File: config.mk
export PLATFORM = sky130hd
export DESIGN_NAME = vga_ellipse_ctrl
export DESIGN_NICKNAME = d
export VERILOG_FILES = /design/src/rtl/vga_ell_pkg.sv /design/src/rtl/ell_frame_tick.sv /design/src/rtl/vga_ellipse_ctrl.sv
export SDC_FILE = /design/constraint.sdc
export NUM_CORES = 1
export LEC_CHECK = 0
export CORE_UTILIZATION = 53
export CTS_BUF_LIST = sky130_fd_sc_hd__clkbuf_4 sky130_fd_sc_hd__clkbuf_8
export DETAILED_ROUTE_END_ITERATION = 10
export GPL_TIMING_DRIVEN = 0
export PLACE_DENSITY = 0.79
export SYNTH_ARGS = -nofsm -noshare
export SYNTH_HDL_FRONTEND = slang
export SYNTH_SLANG_ARGS = --single-unit
File: constraint.sdc
create_clock -name clk -period 7.2 [get_ports clk]
set_input_delay 0.72 -clock clk [delete_from_list [all_inputs] [get_ports clk]]
set_output_delay 0.72 -clock clk [all_outputs]
set_load 0.01 [all_outputs]
File: src/rtl/vga_ell_pkg.sv
// Shared constants, FSM encoding and edge-fit helpers for the VGA ellipse controller.
package vga_ell_pkg;

    localparam int H_ACT = 640;
    localparam int V_ACT = 480;

    localparam logic [9:0] X_MAX     = 10'(H_ACT - 1);
    localparam logic [9:0] Y_MAX     = 10'(V_ACT - 1);
    localparam logic [9:0] CTR_X_RST = 10'(H_ACT / 2);
    localparam logic [9:0] CTR_Y_RST = 10'(V_ACT / 2);
    localparam logic [8:0] A_MAX     = 9'(H_ACT / 2 - 1);
    localparam logic [8:0] B_MAX     = 9'(V_ACT / 2 - 1);
    localparam logic [8:0] AXIS_MIN  = 9'd1;

    typedef enum logic [1:0] {IDLE, RUN, STEP, COMMIT} state_t;

    // Semi-axis limited to AXIS_MIN..max so the ellipse is never degenerate or wider than the screen.
    function automatic logic [8:0] clamp_axis(input logic [8:0] r, input logic [8:0] max);
        if (r < AXIS_MIN) return AXIS_MIN;
        if (r > max)      return max;
        return r;
    endfunction

    // Centre position that keeps [p-r, p+r] inside 0..lim.
    function automatic logic [9:0] fit_pos(input logic signed [10:0] p, input logic [8:0] r,
                                           input logic [9:0] lim);
        logic signed [10:0] rs;
        rs = $signed({2'b00, r});
        if (p - rs < 11'sd0)             return {1'b0, r};
        if (p + rs > $signed({1'b0, lim})) return lim - {1'b0, r};
        return p[9:0];
    endfunction

    // True when fit_pos had to move the centre (an edge was hit).
    function automatic logic fit_hit(input logic signed [10:0] p, input logic [8:0] r,
                                     input logic [9:0] lim);
        logic signed [10:0] rs;
        rs = $signed({2'b00, r});
        return (p - rs < 11'sd0) || (p + rs > $signed({1'b0, lim}));
    endfunction

endpackage

File: src/rtl/ell_frame_tick.sv
// Frame tick detector (one pulse per frame at the last active pixel) and FRAME_DIV step divider.
module ell_frame_tick
    import vga_ell_pkg::*;
#(
    parameter int FRAME_DIV = 2
) (
    input  logic       clk,
    input  logic       rst,
    input  logic [9:0] pix_x,
    input  logic [9:0] pix_y,
    input  logic       run,
    output logic       tick,
    output logic       step_due
);

    localparam logic [3:0] DIV_LAST = 4'(FRAME_DIV - 1);

    logic       hit;
    logic       hit_d;
    logic [3:0] div;

    assign hit      = (pix_x == X_MAX) && (pix_y == Y_MAX);
    assign step_due = tick && (div == DIV_LAST);

    // Rising edge of the last-pixel match, so a held coordinate still gives one tick.
    always_ff @(posedge clk or posedge rst) begin
        if (rst) begin
            hit_d <= 1'b0;
            tick  <= 1'b0;
        end else begin
            hit_d <= hit;
            tick  <= hit && !hit_d;
        end
    end

    // Frame divider: counts ticks while running, restarts from zero whenever not running.
    always_ff @(posedge clk or posedge rst) begin
        if (rst)
            div <= '0;
        else if (!run)
            div <= '0;
        else if (tick)
            div <= (div == DIV_LAST) ? 4'd0 : div + 4'd1;
    end

endmodule

File: src/rtl/vga_ellipse_ctrl.sv
// Bouncing-ellipse parameter controller for a 640x480 image generator.
// Optional feature: define ELLIPSE_BREATHE_EN to make the semi-axes oscillate between
// half and full of their configured size, one pixel per step.
module vga_ellipse_ctrl
    import vga_ell_pkg::*;
#(
    parameter int FRAME_DIV = 2,
    parameter int DEF_A     = 200,
    parameter int DEF_B     = 100
) (
    input  logic              clk,
    input  logic              rst,
    input  logic [9:0]        pix_x,
    input  logic [9:0]        pix_y,
    input  logic              enable,
    input  logic              cfg_valid,
    output logic              cfg_ready,
    input  logic signed [3:0] cfg_dx,
    input  logic signed [3:0] cfg_dy,
    input  logic [8:0]        cfg_a,
    input  logic [8:0]        cfg_b,
    output logic [9:0]        ctr_x,
    output logic [9:0]        ctr_y,
    output logic [8:0]        rad_a,
    output logic [8:0]        rad_b,
    output logic              param_upd
);

    state_t            state;
    logic              tick, step_due, xfer;
    // Direction is kept 5 bits wide so that negating a step of -8 stays exact.
    logic signed [4:0] dx, dy, sdx, sdy, ndx, ndy;
    logic              sh_vld;
    logic [8:0]        sh_a, sh_b, na, nb;
    logic signed [3:0] sh_dx, sh_dy;
    logic [9:0]        px, py, nx, ny;
    logic signed [10:0] sx, sy;
`ifdef ELLIPSE_BREATHE_EN
    logic [8:0]        full_a, full_b, nfa, nfb;
    logic              shr_a, shr_b, nsa, nsb;

    // One breathe step: returns {shrinking, next radius} between max(full/2,1) and full.
    function automatic logic [9:0] breathe(input logic [8:0] r, input logic [8:0] full,
                                           input logic shrink);
        logic [8:0] lo;
        lo = ((full >> 1) == 9'd0) ? 9'd1 : (full >> 1);
        if (shrink) begin
            if (r > lo)        return {1'b1, r - 9'd1};
            else if (r < full) return {1'b0, r + 9'd1};
            else               return {1'b1, r};
        end else begin
            if (r < full)      return {1'b0, r + 9'd1};
            else if (r > lo)   return {1'b1, r - 9'd1};
            else               return {1'b0, r};
        end
    endfunction
`endif

    ell_frame_tick #(.FRAME_DIV(FRAME_DIV)) u_tick (
        .clk      (clk),
        .rst      (rst),
        .pix_x    (pix_x),
        .pix_y    (pix_y),
        .run      (state == RUN),
        .tick     (tick),
        .step_due (step_due)
    );

    // Config is accepted while idle-with-enable or running; never while a step is in flight.
    assign cfg_ready = !rst && ((state == RUN) || (state == IDLE && enable));
    assign xfer      = cfg_valid && cfg_ready;

    // Shadow config: latest accepted request wins, consumed by the step that follows.
    always_ff @(posedge clk or posedge rst) begin
        if (rst) begin
            sh_vld <= 1'b0;
            sh_a   <= '0;
            sh_b   <= '0;
            sh_dx  <= '0;
            sh_dy  <= '0;
        end else if (xfer) begin
            sh_vld <= 1'b1;
            sh_a   <= clamp_axis(cfg_a, A_MAX);
            sh_b   <= clamp_axis(cfg_b, B_MAX);
            sh_dx  <= cfg_dx;
            sh_dy  <= cfg_dy;
        end else if (state == STEP) begin
            sh_vld <= 1'b0;
        end
    end

    // Next parameters: apply shadow (or breathe), re-fit centre without flip, then move and bounce.
    always_comb begin
        na  = rad_a;
        nb  = rad_b;
        sdx = dx;
        sdy = dy;
`ifdef ELLIPSE_BREATHE_EN
        nfa = full_a;
        nfb = full_b;
        nsa = shr_a;
        nsb = shr_b;
`endif
        if (sh_vld) begin
            na  = sh_a;
            nb  = sh_b;
            sdx = {sh_dx[3], sh_dx};
            sdy = {sh_dy[3], sh_dy};
`ifdef ELLIPSE_BREATHE_EN
            nfa = sh_a;
            nfb = sh_b;
            nsa = 1'b1;
            nsb = 1'b1;
`endif
        end
`ifdef ELLIPSE_BREATHE_EN
        else begin
            {nsa, na} = breathe(rad_a, full_a, shr_a);
            {nsb, nb} = breathe(rad_b, full_b, shr_b);
        end
`endif
        px  = fit_pos($signed({1'b0, ctr_x}), na, X_MAX);
        py  = fit_pos($signed({1'b0, ctr_y}), nb, Y_MAX);
        sx  = $signed({1'b0, px}) + $signed({{6{sdx[4]}}, sdx});
        sy  = $signed({1'b0, py}) + $signed({{6{sdy[4]}}, sdy});
        nx  = fit_pos(sx, na, X_MAX);
        ny  = fit_pos(sy, nb, Y_MAX);
        ndx = fit_hit(sx, na, X_MAX) ? -sdx : sdx;
        ndy = fit_hit(sy, nb, Y_MAX) ? -sdy : sdy;
    end

    // Control FSM; outputs change only on entry to COMMIT, flagged by param_upd for that cycle.
    always_ff @(posedge clk or posedge rst) begin
        if (rst) begin
            state     <= IDLE;
            ctr_x     <= CTR_X_RST;
            ctr_y     <= CTR_Y_RST;
            rad_a     <= 9'(DEF_A);
            rad_b     <= 9'(DEF_B);
            dx        <= 5'sd1;
            dy        <= 5'sd1;
            param_upd <= 1'b0;
`ifdef ELLIPSE_BREATHE_EN
            full_a    <= 9'(DEF_A);
            full_b    <= 9'(DEF_B);
            shr_a     <= 1'b1;
            shr_b     <= 1'b1;
`endif
        end else begin
            param_upd <= 1'b0;
            case (state)
                IDLE:    if (enable) state <= RUN;
                RUN: begin
                    if (!enable)                 state <= IDLE;
                    else if (tick && step_due)   state <= STEP;
                end
                STEP: begin
                    state     <= COMMIT;
                    ctr_x     <= nx;
                    ctr_y     <= ny;
                    rad_a     <= na;
                    rad_b     <= nb;
                    dx        <= ndx;
                    dy        <= ndy;
                    param_upd <= 1'b1;
`ifdef ELLIPSE_BREATHE_EN
                    full_a    <= nfa;
                    full_b    <= nfb;
                    shr_a     <= nsa;
                    shr_b     <= nsb;
`endif
                end
                COMMIT:  state <= enable ? RUN : IDLE;
                default: state <= IDLE;
            endcase
        end
    end

endmodule

---- Word-level counts from Yosys, hierarchy flattened ----
Cells that the tools add are included.
word-level totals
  register bits ........................... 84
  input port bits ......................... 50
  output and inout bits ................... 40
cells by class
  add/subtract/negate cells ............... 15
  magnitude comparators ................... 12
  equality and inequality tests ........... 9
  multiplexer cells ....................... 63
  reductions and logical operators ........ 15
operators with widths
  kind                                                          count
  2-to-1 mux 10 bit                                             16
  2-to-1 mux 9 bit                                              10
  less-than comparator 11 x 1 -> 1 bit (second input constant)  4
  2-to-1 mux 1 bit                                              26
  adder 10 x 9 -> 11 bit                                        2
  adder 11 x 10 -> 11 bit                                       2
  adder 11 x 5 -> 11 bit                                        2
  > comparator 11 x 10 -> 1 bit (second input constant)         2
  > comparator 11 bit (second input constant)                   2
  subtractor 10 x 9 -> 11 bit                                   2
  subtractor 11 x 10 -> 11 bit                                  2
  2-to-1 mux 5 bit                                              4
  less-than comparator 9 x 1 -> 1 bit (second input constant)   2
  2-to-1 mux 4 bit                                              3
  == test 10 bit (second input constant)                        1
  == test 10 x 9 -> 1 bit (second input constant)               1
  negation 5 bit                                                2
  subtractor 10 x 9 -> 10 bit (first input constant)            1
  subtractor 9 x 9 -> 10 bit (first input constant)             1
  > comparator 9 x 8 -> 1 bit (second input constant)           1
  > comparator 9 bit (second input constant)                    1
  case mux 2 bit (4 select lines)                               1
  logical AND 1 bit                                             7
  2-to-1 mux 2 bit                                              3
  11 further kinds                                              16

---- Longest topological paths before layout ----
Gate-level depths: netlist of the first run.
  depth after elaboration ................. 14
  depth in mapped cells ................... 33
  gate-level depth less buffers ........... 30

---- Modules after synthesis ----
From an unflattened synthesis of the first run, not the netlist that was laid out.
second synthesis, totals
  cell total of the unflattened synthesis .. 943
  area, all modules ....................... 7956.4 sq um
by module, submodules not included
  module            instances  cells an instance  area an instance (sq um)  sequential area each (sq um)
  vga_ellipse_ctrl  1          908                7601.0                    1969.4
  ell_frame_tick    1          35                 355.3                     150.1

---- Worst setup path after synthesis of the first run ----
OpenSTA, ideal clock, no wires.
  kind .................................... flip-flop to flip-flop
  start ................................... register sh_vld
  end ..................................... register ctr_y[1]
  arrival time ............................ 7.093 ns
  slack ................................... -0.041 ns
  stages on the path, launching flop included .. 32
  path buffers ............................ 5
  period minus slack after synthesis ...... 7.241 ns
  path through ............................ dfrtp_1 > buf_8 > buf_8 > mux2i_1 > inv_1 > fa_1 > nor2b_1 > o21ai_0 > a221oi_1 > o41ai_1 > nor2_1 > o21ai_0 > o21a_1 > clkbuf_1 > clkbuf_1 > o211ai_1 > ha_1 > fa_1 > a32oi_1 > a21oi_1 > a311o_1 > xor2_1 > ha_1 > or4_1 > o21ai_2 > a31oi_1 > or2b_2 > and3_2 > a31oi_2 > buf_6 > mux2i_1 > o221ai_1
between the ends
  cells in the longest elaborated chain, start to end .. 14
RTL lines
  what                            RTL line                 RTL
  start: declaration              vga_ellipse_ctrl.sv:33   logic sh_vld;
  start signal: assignment        vga_ellipse_ctrl.sv:76   sh_vld <= 1'b0;
  start signal: assignment        vga_ellipse_ctrl.sv:82   sh_vld <= 1'b1;
  start signal: assignment        vga_ellipse_ctrl.sv:88   sh_vld <= 1'b0;
  2-to-1 mux 9 bit (*)            vga_ellipse_ctrl.sv:104  if (sh_vld) begin
  net nb[1]                       vga_ellipse_ctrl.sv:34   logic [8:0] sh_a, sh_b, na, nb;
  adder 10 x 9 -> 11 bit          vga_ell_pkg.sv:30        if (p + rs > $signed({1'b0, lim})) return lim - {1'b0, r};
  > comparator 11 x 10 -> 1 bit   vga_ell_pkg.sv:30
  2-to-1 mux 1 bit (2 in series)  vga_ell_pkg.sv:30
  2-to-1 mux 10 bit               vga_ell_pkg.sv:31        return p[9:0];
  2-to-1 mux 10 bit               vga_ell_pkg.sv:30
  adder 11 x 5 -> 11 bit          vga_ellipse_ctrl.sv:125  sy = $signed({1'b0, py}) + $signed({{6{sdy[4]}}, sdy});
  adder 11 x 10 -> 11 bit         vga_ell_pkg.sv:30
  > comparator 11 x 10 -> 1 bit   vga_ell_pkg.sv:30
  2-to-1 mux 1 bit (2 in series)  vga_ell_pkg.sv:30
  2-to-1 mux 10 bit               vga_ell_pkg.sv:31
  2-to-1 mux 10 bit (*)           vga_ell_pkg.sv:30
  end signal: assignment          vga_ellipse_ctrl.sv:160  ctr_y <= ny;
  end: declaration                vga_ellipse_ctrl.sv:23   output logic [9:0] ctr_y,
The timed path passes the listed nets; every way through them passes the cells marked *. The select of a mux whose other input is x is not followed.
A chain may end at the register's enable or synchronous reset.

---- Final worst setup path of the first run ----
  start ................................... register sh_vld
  end ..................................... register ctr_y[0]
The elaborated chain is that of the path after synthesis.

==> results.txt, run 1 <==
CTS tree -> done
Drt first pass iters -> 7
Post-synth top area share -> 22.5%
Syn avg cell area -> 8.43 um2
Final wirelength -> 22400 um
Ys Warns -> 0
FF+latch count, synth -> 84
Die H -> 123 um
Slew headroom -> 43.3%
Min Tclk post-route -> 7.07 ns
GRT overflow -> 0
Clock latency at the later pin of the worst-skew pair -> 0.37 ns
Int Power -> 2.09 mW
Clk sinks -> 84
MaxCap Viol Count -> 0
Status -> finished, final reports clean
Post-DR wirelength/cell -> 17.9 um
Sw Share -> 50.4%
Min-delay src -> u_tick.hit_d$_DFF_PP0_
Synth top cells by count -> nand2_1 (123), ha_1 (100), dfrtp_1 (70), o21ai_0 (67), inv_1 (65)
Core area -> 0.0141 mm2
Layout Area Growth over Synthesis -> 27.1%
Final Cell Area -> 0.00989 mm2
Leakage dissipation -> 4.59 nW
Port Buf Inserts -> 89
Initial antenna violation count -> 0
Slowest CP cell -> or4_1
Worst Tran Pin Value -> 0.844 ns
WP data arrival -> 7.28 ns
CTS clk-pin slew, worst paths -> 0.10 ns
Cell taking the most area after synthesis -> dfrtp_1
Post-DP HPWL -> 16000 um
CTS H-tree depth -> 3
Prevailing post-synth register cell -> dfrtp_1
Synth cell types -> 79
Crit path launch type -> flip-flop
Sequential element share of the synthesized area -> 27.2%
Via/cell ratio -> 6.08
Fraction of layout cells with a size suffix above 1 -> 15.4%
Initial core utilization -> 55.2%
Endpoints failing hold -> 0
CP max FO -> 10
Number of DRC markers in iteration 0 -> 579
Gate power share -> 77.8%
Final Cycle Share -> 98.3%
CP Launch Point -> sh_vld$_DFFE_PP0P_
Fmax -> 141 MHz
Max Root-Sink Buffers -> 2
Seq pwr share -> 14.2%
Min-delay worst type -> reg -> reg
Pin count of the biggest net entering global routing -> 74
Synth area leaders -> dfrtp_1 (23%), ha_1 (16%), nand2_1 (5.9%), mux2i_1 (5.3%), dfstp_2 (4.7%)
Post-synth ARST share -> 100%
CP Capture Type -> flip-flop
Synthesized instance count -> 924
Post-synth design cell area -> 0.00778 mm2
Die extent in x -> 123 um
Vias in the first global route -> 6746
Fin util -> 70.2%
Die area -> 0.0152 mm2
Worst R2R Start -> sh_vld$_DFFE_PP0P_
I/O pin count -> 90
Clock power share -> 8.0%
Final Setup Violations -> 0
Net Switching -> 2.13 mW
# rows -> 43
Post-DRT Antenna Nets -> 0
Cts bufs inserted -> 9
Antenna diodes -> 0
Vias post-DR -> 7623
GPL Wtd Cong -> 0.924
All-Layer GR Usage -> 28.8%
Power density cells -> 426 mW/mm2
Most used cell, CP -> ha_1
Post-synth EDFFs -> 0
First-pass GRT wire length -> 34000 um
Final Slew Violations -> 0
Req. time, crit path -> 7.41 ns
Drt drc -> 0
Placed cell area -> 0.00893 mm2
Syn nets -> 1080
Worst Skew -> 0.0164 ns
Max VDD drop -> 0.297 mV
# fillers -> 1095
NumNets Final -> 1224
Most common cell in the netlist -> nand2_1
Root Driver -> clkbuf_8
WS Path Type -> reg -> reg
Max incr delay on CP -> 0.48 ns
## sequential cells by signal, summed over array words and instances (netlist names), 4 cells and up, named ones only
name	cells
dy	5
sh_b	9
sh_dx	4
ctr_y	10
dx	5
ctr_x	10
sh_dy	4
rad_a	9
u_tick.div	4
rad_b	9
sh_a	9
## layer usage
layer | GRT usage, % | up-vias | part of all wire, %
met5 | 0 | - | 0
met4 | 6.63 | 0 | 1.3
met3 | 5.21 | 35 | 8.1
met2 | 44.5 | 321 | 46
met1 | 41.7 | 3641 | 45
li1 | - | 3626 | -
## power by group through the flow
| stage | registers (mW) | logic (mW) | clock network (mW) |
|---|---|---|---|
| after floorplan | 0.589 | 2.07 | 0 |
| after global placement | 0.597 | 2.63 | 0 |
| after detailed placement | 0.599 | 2.67 | 0 |
| after CTS | 0.595 | 2.80 | 0.339 |
| after global routing | 0.605 | 3.53 | 0.360 |
| final | 0.599 | 3.28 | 0.337 |
## metrics by stage
step                      worst slack [ns]  hold WS [ns]  setup TNS [ns]  instances  power (mW)
after floorplan                     0.0334         0.385               0        924        2.66
after global routing                -0.100         0.441           -1.16       1253        4.50
after detailed placement             -1.30         0.424          -32.11       1194        3.27
after CTS                           0.0140         0.430               0       1225        3.73
final                                0.125         0.422               0       1253        4.22
after global placement               -1.21         0.424          -29.31       1193        3.23
## path summary, 6_finish.rpt
| check | to | slack, ns | cells past startpoint |
|---|---|---|---|
| worst max-delay path | ctr_y[0]$_DFFE_PP0P_ | 0.13 | 33 |
| worst min-delay path | u_tick.tick$_DFF_PP0_ | 0.42 | 1 |
| worst max register to register | ctr_y[0]$_DFFE_PP0P_ | 0.13 | 33 |
| worst min register to register | u_tick.tick$_DFF_PP0_ | 0.42 | 1 |
| max in group asynchronous | rad_b[6]$_DFFE_PP1P_ | 5.94 | 3 |
| min in group asynchronous | u_tick.div[1]$_DFFE_PP0P_ | 0.63 | 2 |
## critical path, delay by kind of cell (launching register included)
kind / cells / cell delay, ns
AOI/OAI and AO/OA: 13 / 2.07
xor gates and xnor gates: 1 / 0.10
adders and majority gates: 3 / 0.85
buffers and inverters: 7 / 1.35
DFF: 1 / 0.38
muxes: 2 / 0.47
and+or+nand+nor: 7 / 1.64
## cell type report
cell class / count / area, um2 / share of cell area [%]
plain buffers: 29 / 185 / 1.87
clock buffers: 11 / 151 / 1.53
clock inverters: 5 / 41.3 / 0.417
inverters: 65 / 246 / 2.49
multi-input cells: 745 / 5670 / 57.4
flip-flops and latches: 84 / 2120 / 21.4
well taps: 180 / 225 / 2.28
repair buffers: 134 / 1250 / 12.6
## what timing repair did
action	4_1_cts	5_1_grt
resized for setup	43	56
gates cloned	1	1
hold buffers	0	0
pin swaps	4	28
endpoints found under the setup margin	28	28
buffers inserted	15	27
## cell usage in the layout, fill, tap and decap left out, types with 11 or more instances in the layout
master / count
nand2_1: 122
ha_1: 94
clkdlybuf4s50_1: 89
dfrtp_1: 70
o21ai_0: 62
inv_1: 61
nor2_1: 61
a21oi_1: 44
buf_4: 41
nand3_1: 29
o211ai_1: 26
mux2i_1: 25
nor3_1: 17
nand2b_1: 16
xnor2_1: 16
dfstp_2: 14
clkbuf_1: 13
mux2i_4: 11
clkbuf_8: 11
## cells by family (layout without fill, tap and decap cells)
logic type | Yosys count | count (layout) | synth area share [%]
AO/OA/AOI/OAI | 255 | 255 | 22.2
adder cells (fa/ha/maj) | 106 | 106 | 17.6
AND/OR/NAND/NOR | 311 | 311 | 18.7
buffers and inverters | 95 | 244 | 5.11
flip-flops | 84 | 84 | 27.2
XOR/XNOR | 31 | 31 | 3.73
multiplexers | 42 | 42 | 5.42
No activity file was read; power rests on OpenSTA's default activity.
==> run 2, diff against run 1 <==
--- a/config.mk
+++ b/config.mk
@@ -5,6 +5,7 @@
 export SDC_FILE = /design/constraint.sdc
 export NUM_CORES = 1
 export LEC_CHECK = 0
+export CORE_ASPECT_RATIO = 2
 export CORE_UTILIZATION = 53
 export CTS_BUF_LIST = sky130_fd_sc_hd__clkbuf_4 sky130_fd_sc_hd__clkbuf_8
 export DETAILED_ROUTE_END_ITERATION = 10
==> results.txt, run 2 (synthesized netlist as in run 1, its figures left out) <==
Status -> finished, final reports clean (unchanged)
Clock power share -> 7.3% (was 8.0%)
Vias post-DR -> 7939 (was 7623)
Endpoints failing hold -> 0 (unchanged)
Min Tclk post-route -> 7.02 ns (was 7.07 ns)
Root Driver -> clkbuf_8 (unchanged)
Worst Tran Pin Value -> 1.26 ns (was 0.844 ns)
Antenna diodes -> 0 (unchanged)
Drt first pass iters -> 7 (unchanged)
Footprint of the multi-input gates -> 0.00578 mm2 (was 0.00567 mm2)
Slew headroom -> 15.7% (was 43.3%)
Min-delay worst type -> reg -> reg (unchanged)
Most frequent cells in the layout -> nand2_1 (122), ha_1 (92), clkdlybuf4s50_1 (89), dfrtp_1 (70), inv_1 (62) (was nand2_1 (122), ha_1 (94), clkdlybuf4s50_1 (89), dfrtp_1 (70), o21ai_0 (62))
Max VDD drop -> 0.341 mV (was 0.297 mV)
FF-to-FF path depth -> 31 (was 33)
Fin util -> 69.8% (was 70.2%)
Layout Area Growth over Synthesis -> 28.6% (was 27.1%)
Pre-CTS setup slack -> -1.89 ns (was -1.30 ns)
PnR worst setup slack -> 0.181 ns (was 0.125 ns)
WP data arrival -> 7.32 ns (was 7.28 ns)
FF-to-FF End -> dx[2]$_DFFE_PP0P_ (was ctr_y[0]$_DFFE_PP0P_)
Most used cell, CP -> ha_1 (unchanged)
CP top delay family -> compound AO/OA/AOI/OAI gates (unchanged)
Largest regs -> ctr_x (10), ctr_y (10) (unchanged)
First-pass GRT wire length -> 41100 um (was 34000 um)
Final wirelength -> 26800 um (was 22400 um)
Sw Share -> 51.8% (was 50.4%)
Sequential cell area -> 0.00212 mm2 (unchanged)
Initial antenna violation count -> 1 (was 0)
Via/cell ratio -> 6.31 (was 6.08)
CTS H-tree depth -> 3 (unchanged)
Hold Slack -> 0.419 ns (was 0.422 ns)
Fraction of layout cells with a size suffix above 1 -> 16.3% (was 15.4%)
Die area -> 0.0152 mm2 (about the same)
Int Power -> 2.24 mW (was 2.09 mW)
NumNets Final -> 1219 (was 1224)
Worst Skew -> 0.0148 ns (was 0.0164 ns)
Clock latency at the later pin of the worst-skew pair -> 0.40 ns (was 0.37 ns)
CP max FO -> 10 (unchanged)
Post-DRT Antenna Nets -> 0 (unchanged)
Post-DR wirelength/cell -> 21.3 um (was 17.9 um)
Gate power share -> 79.8% (was 77.8%)
CTS clk-pin slew, worst paths -> 0.10 ns (about the same)
All-Layer GR Usage -> 36.5% (was 28.8%)
Net Switching -> 2.41 mW (was 2.13 mW)
Cts bufs inserted -> 9 (unchanged)
Power density cells -> 464 mW/mm2 (was 426 mW/mm2)
Seq pwr share -> 12.9% (was 14.2%)
CP Capture Type -> flip-flop (unchanged)
I/O pin count -> 90 (unchanged)
# fillers -> 1108 (was 1095)
Vias in the first global route -> 8131 (was 6746)
Max incr delay on CP -> 0.47 ns (was 0.48 ns)
Final Slew Violations -> 0 (unchanged)
Register-to-register path setup slack -> 0.18 ns (was 0.13 ns)
Pin count of the biggest net entering global routing -> 58 (was 74)
Number of DRC markers in iteration 0 -> 497 (was 579)
Req. time, crit path -> 7.50 ns (was 7.41 ns)
Initial core utilization -> 54.2% (was 55.2%)
Die H -> 173 um (was 123 um)
Min-delay src -> u_tick.hit_d$_DFF_PP0_ (unchanged)
Max Root-Sink Buffers -> 2 (unchanged)
Die extent in x -> 87.7 um (was 123 um)
Post-DP HPWL -> 19400 um (was 16000 um)
Final Setup Violations -> 0 (unchanged)
GPL Wtd Cong -> 0.955 (was 0.924)
Setup_tns -> 0 ns (unchanged)
Hold endpoint -> u_tick.tick$_DFF_PP0_ (unchanged)
CP Buf/Inv Count -> 5 (was 7)
WS Path Type -> reg -> reg (unchanged)
Crit path launch type -> flip-flop (unchanged)
Leakage dissipation -> 4.60 nW (was 4.59 nW)
Port Buf Inserts -> 89 (unchanged)
Final Cycle Share -> 97.5% (was 98.3%)
# rows -> 62 (was 43)
Worst R2R Start -> sh_vld$_DFFE_PP0P_ (unchanged)
CTS tree -> done (unchanged)
Hold path cells -> 1 (unchanged)
Drt drc -> 0 (unchanged)
MaxCap Viol Count -> 0 (unchanged)
Slowest CP cell -> a221oi_1 (was or4_1)
Design Power -> 4.65 mW (was 4.22 mW)
Fmax -> 142 MHz (was 141 MHz)
GRT overflow -> 0 (unchanged)
Clk sinks -> 84 (unchanged)
Core area -> 0.0144 mm2 (was 0.0141 mm2)
Most common cell after layout, fill and taps aside -> nand2_1 (unchanged)
run 2: how the worst max path moves through the flow:
stage,start,to,slack [ns],cells past startpoint
floorplan,sh_vld$_DFFE_PP0P_,ctr_y[2]$_DFFE_PP0P_,0.03,32
global placement,sh_vld$_DFFE_PP0P_,dx[4]$_DFFE_PP0P_,-1.76,29
detailed placement,sh_vld$_DFFE_PP0P_,dx[4]$_DFFE_PP0P_,-1.89,29
CTS,sh_vld$_DFFE_PP0P_,ctr_y[2]$_DFFE_PP0P_,0.003,34
global route,sh_vld$_DFFE_PP0P_,dx[2]$_DFFE_PP0P_,-0.17,31
finish,sh_vld$_DFFE_PP0P_,dx[2]$_DFFE_PP0P_,0.18,31
run 2: power groups by stage:
stage                     Clock [mW]  Combinational (mW)  Sequential, mW
after global placement             0                2.72           0.597
after floorplan                    0                2.07           0.589
after global routing           0.353                3.96           0.604
after CTS                      0.338                3.13           0.594
after detailed placement           0                2.78           0.599
final                          0.340                3.71           0.599
run 2: area by class of cell:
| cell class | count | share of cell area (%) |
|---|---|---|
| Multi-Input combinational cell | 745 | 57.7 |
| Timing Repair Buffer | 130 | 12.5 |
| Sequential cell | 84 | 21.2 |
| Tap cell | 192 | 2.40 |
| Clock buffer | 9 | 1.24 |
| Clock inverter | 6 | 0.537 |
| Inverter | 65 | 2.49 |
| Buffer | 28 | 2.00 |
run 2: metrics by stage:
step                      instances  instance area, um2
after global routing           1259               10000
after floorplan                 924                7790
final                          1259               10000
after detailed placement       1206                8950
after global placement         1205                8920
after CTS                      1243                9570
run 2: repair_timing:
| action | in CTS | in global routing |
|---|---|---|
| setup endpoints to repair | 28 | 28 |
| hold buffers | 0 | 0 |
| gates resized for setup | 59 | 79 |
| buffers inserted | 22 | 16 |
| hold endpoints to repair | 0 | 0 |
| pin swaps | 10 | 25 |
| cloned | 1 | 1 |
run 2: metal layers:
layer	track usage, %	up-vias	share of wire (%)
met2	62.7	383	52
met5	0	-	0.048
met3	10.1	167	6.6
met4	31.9	2	9.3
li1	-	3616	-
met1	34.0	3771	32
